$ cat src/rtl/axi_bridge_pkg.sv
// Shared types and constants for the CPU-to-AXI bridge: FSM state enums,
// fixed AXI field encodings, default transaction IDs and the fetch-buffer entry.
package axi_bridge_pkg;

  typedef enum logic [1:0] {R_IDLE, R_AR, R_WAIT} rd_state_e;
  typedef enum logic [1:0] {W_IDLE, W_ADDR, W_RESP} wr_state_e;

  localparam logic [2:0] AXI_SIZE_8B    = 3'b011;
  localparam logic [1:0] AXI_BURST_INCR = 2'b01;
  localparam logic [1:0] AXI_RESP_OKAY  = 2'b00;

  localparam int DEF_INST_ID = 0;
  localparam int DEF_DATA_ID = 1;

  typedef struct packed {
    logic        vld;
    logic [63:0] tag;
    logic [63:0] data;
  } ibuf_ent_t;

  function automatic logic [63:0] align8(input logic [63:0] a);
    return {a[63:3], 3'b000};
  endfunction

endpackage

$ cat src/rtl/cpu_axi_bridge_if.sv
// Single 64-bit AXI4 master port (all five channels) used by cpu_axi_bridge.
interface cpu_axi_bridge_if #(parameter int AXI_ID_W = 4);
  logic                arvalid, arready;
  logic [63:0]         araddr;
  logic [AXI_ID_W-1:0] arid;
  logic [7:0]          arlen;
  logic [2:0]          arsize;
  logic [1:0]          arburst;

  logic                rvalid, rready;
  logic [63:0]         rdata;
  logic [AXI_ID_W-1:0] rid;
  logic [1:0]          rresp;
  logic                rlast;

  logic                awvalid, awready;
  logic [63:0]         awaddr;
  logic [AXI_ID_W-1:0] awid;
  logic [7:0]          awlen;
  logic [2:0]          awsize;
  logic [1:0]          awburst;

  logic                wvalid, wready;
  logic [63:0]         wdata;
  logic [7:0]          wstrb;
  logic                wlast;

  logic                bvalid, bready;
  logic [AXI_ID_W-1:0] bid;
  logic [1:0]          bresp;

  modport master (
    output arvalid, araddr, arid, arlen, arsize, arburst, input arready,
    input  rvalid, rdata, rid, rresp, rlast, output rready,
    output awvalid, awaddr, awid, awlen, awsize, awburst, input awready,
    output wvalid, wdata, wstrb, wlast, input wready,
    input  bvalid, bid, bresp, output bready
  );

  modport slave (
    input  arvalid, araddr, arid, arlen, arsize, arburst, output arready,
    output rvalid, rdata, rid, rresp, rlast, input rready,
    input  awvalid, awaddr, awid, awlen, awsize, awburst, output awready,
    input  wvalid, wdata, wstrb, wlast, output wready,
    output bvalid, bid, bresp, input bready
  );
endinterface

$ cat src/rtl/axi_bridge_ibuf.sv
// One-entry fetch buffer {valid, aligned tag, data}; refilled by every fetch
// return, invalidated when a store to the tagged doubleword completes.
module axi_bridge_ibuf
  import axi_bridge_pkg::*;
(
  input  logic        clk,
  input  logic        rst,
  input  logic [63:0] lookup_addr,
  output logic        hit,
  output logic [63:0] hit_data,
  input  logic        fill,
  input  logic [63:0] fill_addr,
  input  logic [63:0] fill_data,
  input  logic        inval,
  input  logic [63:0] inval_addr
);
  ibuf_ent_t ent;
  logic [63:0] cmp_tag;

  assign hit      = ent.vld && (ent.tag == align8(lookup_addr));
  assign hit_data = ent.data;
  // A same-cycle refill of the stored-to line must not survive the invalidate.
  assign cmp_tag  = fill ? align8(fill_addr) : ent.tag;

  always_ff @(posedge clk) begin
    if (rst) begin
      ent <= '0;
    end else begin
      if (fill) begin
        ent.vld  <= 1'b1;
        ent.tag  <= align8(fill_addr);
        ent.data <= fill_data;
      end
      if (inval && cmp_tag == align8(inval_addr)) ent.vld <= 1'b0;
    end
  end
endmodule

$ cat src/rtl/cpu_axi_bridge.sv
// SRAM-style fetch/load/store to single-beat AXI4 bridge with core stall.
// Optional fetch buffer enabled by defining BRIDGE_IBUF_EN.
module cpu_axi_bridge
  import axi_bridge_pkg::*;
#(
  parameter int AXI_ID_W = 4,
  parameter int INST_ID  = DEF_INST_ID,
  parameter int DATA_ID  = DEF_DATA_ID
) (
  input  logic        clk,
  input  logic        rst_n,
  input  logic        inst_sram_en,
  input  logic [63:0] inst_sram_addr,
  output logic [63:0] inst_sram_rdata,
  input  logic        data_sram_en,
  input  logic [7:0]  data_sram_we,
  input  logic [63:0] data_sram_addr,
  input  logic [63:0] data_sram_wdata,
  output logic [63:0] data_sram_rdata,
  output logic        stallreq_axi,
  output logic        axi_err,
  cpu_axi_bridge_if.master axi
);
  localparam logic [AXI_ID_W-1:0] IID = AXI_ID_W'(INST_ID);
  localparam logic [AXI_ID_W-1:0] DID = AXI_ID_W'(DATA_ID);

  logic inst_done, dload_done, dstore_done;
  logic fetch_pend, load_pend, store_pend;
  logic ibuf_hit, ibuf_take;
  logic [63:0] ibuf_data;

  assign stallreq_axi = (inst_sram_en & ~inst_done) |
                        (data_sram_en & ~(dload_done | dstore_done));
  assign fetch_pend = inst_sram_en & ~inst_done;
  assign load_pend  = data_sram_en & ~(|data_sram_we) & ~dload_done;
  assign store_pend = data_sram_en & (|data_sram_we) & ~dstore_done;
  assign ibuf_take  = fetch_pend & ibuf_hit;

  // ---------------- read FSM ----------------
  rd_state_e rd_state, rd_next;
  logic rd_take_load, rd_take_fetch, r_fire, r_inst, r_data;
  logic [63:0] araddr_q;
  logic [AXI_ID_W-1:0] arid_q;

  always_ff @(posedge clk) begin
    if (rst_n) rd_state <= R_IDLE;
    else       rd_state <= rd_next;
  end

  always_comb begin
    rd_next       = rd_state;
    rd_take_load  = 1'b0;
    rd_take_fetch = 1'b0;
    case (rd_state)
      R_IDLE: begin
        if (load_pend) begin
          rd_next      = R_AR;
          rd_take_load = 1'b1;
        end else if (fetch_pend && !ibuf_hit) begin
          rd_next       = R_AR;
          rd_take_fetch = 1'b1;
        end
      end
      R_AR:    if (axi.arready) rd_next = R_WAIT;
      R_WAIT:  if (axi.rvalid)  rd_next = R_IDLE;
      default: rd_next = R_IDLE;
    endcase
  end

  always_ff @(posedge clk) begin
    if (rst_n) begin
      araddr_q <= '0;
      arid_q   <= '0;
    end else if (rd_take_load) begin
      araddr_q <= align8(data_sram_addr);
      arid_q   <= DID;
    end else if (rd_take_fetch) begin
      araddr_q <= align8(inst_sram_addr);
      arid_q   <= IID;
    end
  end

  assign r_fire = (rd_state == R_WAIT) & axi.rvalid;
  assign r_data = r_fire & (arid_q == DID);
  assign r_inst = r_fire & (arid_q != DID);

  assign axi.arvalid = (rd_state == R_AR);
  assign axi.araddr  = araddr_q;
  assign axi.arid    = arid_q;
  assign axi.arlen   = 8'd0;
  assign axi.arsize  = AXI_SIZE_8B;
  assign axi.arburst = AXI_BURST_INCR;
  assign axi.rready  = (rd_state == R_WAIT);

  // ---------------- write FSM ----------------
  wr_state_e wr_state, wr_next;
  logic aw_pend, w_pend, aw_left, w_left, b_fire;
  logic [63:0] awaddr_q, wdata_q;
  logic [7:0]  wstrb_q;

  // Each valid drops on its own handshake; W_RESP waits for both.
  assign aw_left = aw_pend & ~axi.awready;
  assign w_left  = w_pend  & ~axi.wready;
  assign b_fire  = (wr_state == W_RESP) & axi.bvalid;

  always_ff @(posedge clk) begin
    if (rst_n) wr_state <= W_IDLE;
    else       wr_state <= wr_next;
  end

  always_comb begin
    wr_next = wr_state;
    case (wr_state)
      W_IDLE:  if (store_pend)          wr_next = W_ADDR;
      W_ADDR:  if (!aw_left && !w_left) wr_next = W_RESP;
      W_RESP:  if (axi.bvalid)          wr_next = W_IDLE;
      default: wr_next = W_IDLE;
    endcase
  end

  always_ff @(posedge clk) begin
    if (rst_n) begin
      aw_pend  <= 1'b0;
      w_pend   <= 1'b0;
      awaddr_q <= '0;
      wdata_q  <= '0;
      wstrb_q  <= '0;
    end else if (wr_state == W_IDLE && store_pend) begin
      aw_pend  <= 1'b1;
      w_pend   <= 1'b1;
      awaddr_q <= align8(data_sram_addr);
      wdata_q  <= data_sram_wdata;
      wstrb_q  <= data_sram_we;
    end else if (wr_state == W_ADDR) begin
      aw_pend <= aw_left;
      w_pend  <= w_left;
    end
  end

  assign axi.awvalid = aw_pend;
  assign axi.awaddr  = awaddr_q;
  assign axi.awid    = DID;
  assign axi.awlen   = 8'd0;
  assign axi.awsize  = AXI_SIZE_8B;
  assign axi.awburst = AXI_BURST_INCR;
  assign axi.wvalid  = w_pend;
  assign axi.wdata   = wdata_q;
  assign axi.wstrb   = wstrb_q;
  assign axi.wlast   = 1'b1;
  assign axi.bready  = (wr_state == W_RESP);

  // ---------------- completion / data return ----------------
  // Once the stall drops the pipeline has advanced, so every flag rearms.
  always_ff @(posedge clk) begin
    if (rst_n || !stallreq_axi) begin
      inst_done   <= 1'b0;
      dload_done  <= 1'b0;
      dstore_done <= 1'b0;
    end else begin
      if (r_inst || ibuf_take) inst_done   <= 1'b1;
      if (r_data)              dload_done  <= 1'b1;
      if (b_fire)              dstore_done <= 1'b1;
    end
  end

  always_ff @(posedge clk) begin
    if (rst_n) begin
      inst_sram_rdata <= '0;
      data_sram_rdata <= '0;
    end else begin
      if (r_inst)         inst_sram_rdata <= axi.rdata;
      else if (ibuf_take) inst_sram_rdata <= ibuf_data;
      if (r_data)         data_sram_rdata <= axi.rdata;
    end
  end

  always_ff @(posedge clk) begin
    if (rst_n) axi_err <= 1'b0;
    else if ((r_fire && axi.rresp != AXI_RESP_OKAY) ||
             (b_fire && axi.bresp != AXI_RESP_OKAY)) axi_err <= 1'b1;
  end

`ifdef BRIDGE_IBUF_EN
  axi_bridge_ibuf u_ibuf (
    .clk        (clk),
    .rst        (rst_n),
    .lookup_addr(inst_sram_addr),
    .hit        (ibuf_hit),
    .hit_data   (ibuf_data),
    .fill       (r_inst),
    .fill_addr  (araddr_q),
    .fill_data  (axi.rdata),
    .inval      (b_fire),
    .inval_addr (awaddr_q)
  );
`else
  assign ibuf_hit  = 1'b0;
  assign ibuf_data = '0;
`endif

endmodule
$ cat src/flat_wrapper.sv
// flat-port wrapper written by rule: the top's interface ports become plain ports
module cpu_axi_bridge_flat import axi_bridge_pkg::*;
#(
  parameter int AXI_ID_W = 4,
  parameter int INST_ID  = DEF_INST_ID,
  parameter int DATA_ID  = DEF_DATA_ID
)
  (clk, rst_n, inst_sram_en, inst_sram_addr, inst_sram_rdata, data_sram_en, data_sram_we, data_sram_addr, data_sram_wdata, data_sram_rdata, stallreq_axi, axi_err, axi_arvalid, axi_araddr, axi_arid, axi_arlen, axi_arsize, axi_arburst, axi_arready, axi_rvalid, axi_rdata, axi_rid, axi_rresp, axi_rlast, axi_rready, axi_awvalid, axi_awaddr, axi_awid, axi_awlen, axi_awsize, axi_awburst, axi_awready, axi_wvalid, axi_wdata, axi_wstrb, axi_wlast, axi_wready, axi_bvalid, axi_bid, axi_bresp, axi_bready);
  cpu_axi_bridge_if #(.AXI_ID_W(AXI_ID_W)) axi_i ();
  input  logic clk;
  input  logic rst_n;
  input  logic inst_sram_en;
  input  logic [63:0] inst_sram_addr;
  output logic [63:0] inst_sram_rdata;
  input  logic data_sram_en;
  input  logic [7:0] data_sram_we;
  input  logic [63:0] data_sram_addr;
  input  logic [63:0] data_sram_wdata;
  output logic [63:0] data_sram_rdata;
  output logic stallreq_axi;
  output logic axi_err;
  output wire logic [$bits(axi_i.arvalid)-1:0] axi_arvalid;
  output wire logic [$bits(axi_i.araddr)-1:0] axi_araddr;
  output wire logic [$bits(axi_i.arid)-1:0] axi_arid;
  output wire logic [$bits(axi_i.arlen)-1:0] axi_arlen;
  output wire logic [$bits(axi_i.arsize)-1:0] axi_arsize;
  output wire logic [$bits(axi_i.arburst)-1:0] axi_arburst;
  input wire logic [$bits(axi_i.arready)-1:0] axi_arready;
  input wire logic [$bits(axi_i.rvalid)-1:0] axi_rvalid;
  input wire logic [$bits(axi_i.rdata)-1:0] axi_rdata;
  input wire logic [$bits(axi_i.rid)-1:0] axi_rid;
  input wire logic [$bits(axi_i.rresp)-1:0] axi_rresp;
  input wire logic [$bits(axi_i.rlast)-1:0] axi_rlast;
  output wire logic [$bits(axi_i.rready)-1:0] axi_rready;
  output wire logic [$bits(axi_i.awvalid)-1:0] axi_awvalid;
  output wire logic [$bits(axi_i.awaddr)-1:0] axi_awaddr;
  output wire logic [$bits(axi_i.awid)-1:0] axi_awid;
  output wire logic [$bits(axi_i.awlen)-1:0] axi_awlen;
  output wire logic [$bits(axi_i.awsize)-1:0] axi_awsize;
  output wire logic [$bits(axi_i.awburst)-1:0] axi_awburst;
  input wire logic [$bits(axi_i.awready)-1:0] axi_awready;
  output wire logic [$bits(axi_i.wvalid)-1:0] axi_wvalid;
  output wire logic [$bits(axi_i.wdata)-1:0] axi_wdata;
  output wire logic [$bits(axi_i.wstrb)-1:0] axi_wstrb;
  output wire logic [$bits(axi_i.wlast)-1:0] axi_wlast;
  input wire logic [$bits(axi_i.wready)-1:0] axi_wready;
  input wire logic [$bits(axi_i.bvalid)-1:0] axi_bvalid;
  input wire logic [$bits(axi_i.bid)-1:0] axi_bid;
  input wire logic [$bits(axi_i.bresp)-1:0] axi_bresp;
  output wire logic [$bits(axi_i.bready)-1:0] axi_bready;
  assign axi_arvalid = axi_i.arvalid;
  assign axi_araddr = axi_i.araddr;
  assign axi_arid = axi_i.arid;
  assign axi_arlen = axi_i.arlen;
  assign axi_arsize = axi_i.arsize;
  assign axi_arburst = axi_i.arburst;
  assign axi_i.arready = axi_arready;
  assign axi_i.rvalid = axi_rvalid;
  assign axi_i.rdata = axi_rdata;
  assign axi_i.rid = axi_rid;
  assign axi_i.rresp = axi_rresp;
  assign axi_i.rlast = axi_rlast;
  assign axi_rready = axi_i.rready;
  assign axi_awvalid = axi_i.awvalid;
  assign axi_awaddr = axi_i.awaddr;
  assign axi_awid = axi_i.awid;
  assign axi_awlen = axi_i.awlen;
  assign axi_awsize = axi_i.awsize;
  assign axi_awburst = axi_i.awburst;
  assign axi_i.awready = axi_awready;
  assign axi_wvalid = axi_i.wvalid;
  assign axi_wdata = axi_i.wdata;
  assign axi_wstrb = axi_i.wstrb;
  assign axi_wlast = axi_i.wlast;
  assign axi_i.wready = axi_wready;
  assign axi_i.bvalid = axi_bvalid;
  assign axi_i.bid = axi_bid;
  assign axi_i.bresp = axi_bresp;
  assign axi_bready = axi_i.bready;
  cpu_axi_bridge #(.AXI_ID_W(AXI_ID_W), .INST_ID(INST_ID), .DATA_ID(DATA_ID)) u_core (.clk(clk), .rst_n(rst_n), .inst_sram_en(inst_sram_en), .inst_sram_addr(inst_sram_addr), .inst_sram_rdata(inst_sram_rdata), .data_sram_en(data_sram_en), .data_sram_we(data_sram_we), .data_sram_addr(data_sram_addr), .data_sram_wdata(data_sram_wdata), .data_sram_rdata(data_sram_rdata), .stallreq_axi(stallreq_axi), .axi_err(axi_err), .axi(axi_i));
endmodule
$ cat config.mk
export PLATFORM = sky130hd
export DESIGN_NAME = cpu_axi_bridge_flat
export DESIGN_NICKNAME = d
export VERILOG_FILES = /design/src/rtl/axi_bridge_pkg.sv /design/src/rtl/cpu_axi_bridge_if.sv /design/src/rtl/axi_bridge_ibuf.sv /design/src/rtl/cpu_axi_bridge.sv /design/src/flat_wrapper.sv
export SDC_FILE = /design/constraint.sdc
export NUM_CORES = 1
export LEC_CHECK = 0
export ABC_AREA = 1
export CAP_MARGIN = 10
export CORE_AREA = 8 8 252 254
export DETAILED_ROUTE_END_ITERATION = 10
export DIE_AREA = 0 0 260 262
export GPL_TIMING_DRIVEN = 0
export PLACE_DENSITY = 0.51
export SLEW_MARGIN = 10
export SYNTH_ARGS = -nofsm -noshare
export SYNTH_HDL_FRONTEND = slang
export SYNTH_SLANG_ARGS = --single-unit
$ cat constraint.sdc
create_clock -name clk -period 2.5 [get_ports clk]
set_input_delay 0.5 -clock clk [delete_from_list [all_inputs] [get_ports clk]]
set_output_delay 0.5 -clock clk [all_outputs]
set_load 0.02 [all_outputs]
==> results.yml <==
outcome:
  status: "complete, no violations"
synth:
  synth.most_common_cell: "dfxtp_1"
  synth-edff-count: 0
  synth_top_area_cell: "dfxtp_1"
  ys_warn_count: 0
  ys.flop_type: "dfxtp_1"
  seq_area_frac_synth_pct: 49.5
  synth_commonest_cells: "dfxtp_1 (333), nand2_1 (278), a21oi_1 (204)"
  synth_cells: 1751
  synth.avg_cell_area_um2: 7.69
  synthArstFlopShare_pct: 0
  synth_cell_types: 20
  syn-cell-area_mm2: 0.0135
  synth_area_leaders: "dfxtp_1 (50%), nand2_1 (7.7%), a21oi_1 (7.6%)"
  synth_top_area_share_pct: 49.5
  synth-seq-cells: 333
grt:
  grt_usage_pct: 18.6
  grtUsageMet3_pct: 6.38
  use_met1_pct: 21.8
  grt_pass1_vias: 14800
  antenna_found_initial: 15
  top_usage_layer: "met2"
  grt_max_degree: 13
  overflow: 0
  grt_pass1_wl_um: 96900
  gr-usage-met2_pct: 31.8
critical_path:
  path_class: "flip-flop to output pin"
  cp-start-kind: "flip-flop"
  end_kind: "output pin"
  crit_arrival_ns: 1.85
  worstPathMaxFanout: 4
  cp.required_ns: 2.00
  r2r_slack_ns: 0.27
worst_hold_path:
  hold_class: "flip-flop to flip-flop"
cells_and_area:
  nNetsFinal: 2721
  syn2layout_area_growth_pct: 64.2
  drive_above_1_share_pct: 6.52
clock_tree:
  clock_latency_ns: 0.56
  root_buffer: "clkbuf_16"
  htreeDepth: 2
  clockBufferDepth: 3
  cts_tree: "done"
  cts_made_buffers: 42
  cts_sinks: 333
  cts_setup_buffers: 0
  clkTransAtPathRegs_ns: 0.06
sta:
  rsz0062_at_grt: "no"
  tightest_slew_ns: 0.931
  setup_violations: 0
  setup_tns_ns: 0
  timing.final.ws_setup_ns: 0.154
  finalCritPeriodShare_pct: 93.9
  max_freq_mhz: 426
  fin_crit_ns: 2.35
  finalMaxSlewViolations: 0
  hold_viol: 0
  hold_ws_ns: 0.462
  finalClockSkew_ns: 0.0226
  relSlewSlack_pct: 37.5
drt:
  wl_per_cell_um: 20.7
  routed_via_density: 4.52
  vias: 14700
  drc: 0
  drt-total-wl_um: 67500
  firstDrtPassIters: 5
  drt_iter0_drc: 853
  ant_nets: 0
place:
  placement.io_buffers: 600
  dp_slack_ns: -0.632
  hpwl_um: 53500
  place_congestion: 0.893
die:
  core.rowCount: 90
  die_h_um: 262
  io_pins: 656
  die_w_um: 260
  start_util_pct: 22.6
  dieArea_mm2: 0.0681
  core_mm2: 0.0596
pwr:
  power.density_mw_per_mm2: 677
  vdd.ir_drop.worst_mv: 0.503
  p_leak_nw: 8.25
job:
  maxCapViolations: 0
[what timing repair did]
item,in CTS,in global routing
endpoints found under the setup margin,2,71
hold buffers,0,0
gates resized for setup,7,6
[per-stage QoR]
step | total power [mW] | utilization, % | cells | instance area (um^2)
2_1_floorplan | 7.18 | - | 1789 | 13600
3_3_place_gp | 8.73 | 34.6 | 3171 | 20600
3_5_place_dp | 8.76 | 34.6 | 3173 | 20600
4_1_cts | 15.2 | 37.1 | 3250 | 22100
5_1_grt | 15.6 | 37.1 | 3257 | 22100
6_report | 15.0 | 37.1 | 3259 | 22100
[layout by cell type (no fill, tap or decap), types with 11 or more instances in the layout]
cell type        synthesis  layout
conb_1                   2      40
nor2_1                 202     200
nand3_1                187     186
o21ai_0                 71      71
a21oi_1                204     204
buf_1                   17      17
clkdlybuf4s50_1          0     599
a31oi_1                 61      61
buf_4                   47      47
clkbuf_1                93     100
clkbuf_16                0      42
nand2_1                278     277
nand3b_1               134     134
inv_1                   79      79
dfxtp_1                333     333
buf_2                   36      36
clkbuf_8                 0      11
[cells by family after synthesis]
logic type / Yosys count / share of synthesized area, %
and+or+nand+nor: 806 / 28.0
DFF: 333 / 49.5
AOI/OAI and AO/OA: 338 / 13.2
buffers and inverters: 272 / 9.23
other: 2 / 0.0558
[worst max-delay path: stages (launching register included)]
cell             delay (ns)
dfxtp_1                0.37
inv_1                  0.05
nor2_1                 0.16
clkdlybuf4s50_1        0.71
[sequential cells by signal (all words and copies together), names as in the netlist]
| register | flops |
|---|---|
| u_core.axi.wdata | 64 |
| u_core.data_sram_rdata | 64 |
| u_core.inst_sram_rdata | 64 |
| u_core.axi.araddr | 61 |
| u_core.axi.awaddr | 61 |
| u_core.axi.wstrb | 8 |
| u_core.rd_state | 2 |
| u_core.wr_state | 2 |
| u_core.axi.arid | 1 |
| u_core.axi.awvalid | 1 |
| u_core.axi.wvalid | 1 |
| u_core.axi_err | 1 |
| u_core.dload_done | 1 |
| u_core.dstore_done | 1 |
| u_core.inst_done | 1 |
[worst paths after layout]
kind                            cells after the start                                       to                                    start
worst max-delay path                                3                               axi_rready          u_core.rd_state[1]$_SDFFE_PP0P_
worst min-delay path                                2  u_core.data_sram_rdata[18]$_SDFFE_PP0P_  u_core.data_sram_rdata[18]$_SDFFE_PP0P_
worst max register to register                      4          u_core.axi.arid[0]$_SDFFE_PP0P_          u_core.axi.arid[0]$_SDFFE_PP0P_
worst min register to register                      2  u_core.data_sram_rdata[18]$_SDFFE_PP0P_  u_core.data_sram_rdata[18]$_SDFFE_PP0P_
[per-layer routing]
layer | share of wire, % | wire length [um]
met2 | 48 | 32600
met3 | 8.8 | 5960
met1 | 40 | 27100
met5 | 0.11 | 71
met4 | 2.6 | 1780
[power by group]
| group | switching (mW) | internal, mW |
|---|---|---|
| clock network | 2.50 | 3.85 |
| logic | 1.58 | 1.28 |
| registers | 0.162 | 5.60 |
| total | 4.25 | 10.7 |
[cell type report]
class | count | area [um^2]
diodes | 9 | 22.5
plain buffers | 193 | 953
clock buffers | 62 | 1240
clock inverters | 15 | 200
fillers | 6171 | 37500
inverters | 79 | 297
multi-input cells | 1184 | 5720
flip-flops and latches | 333 | 6670
well taps | 782 | 978
repair buffers | 602 | 6040
Power figures use the tool's default switching activity.
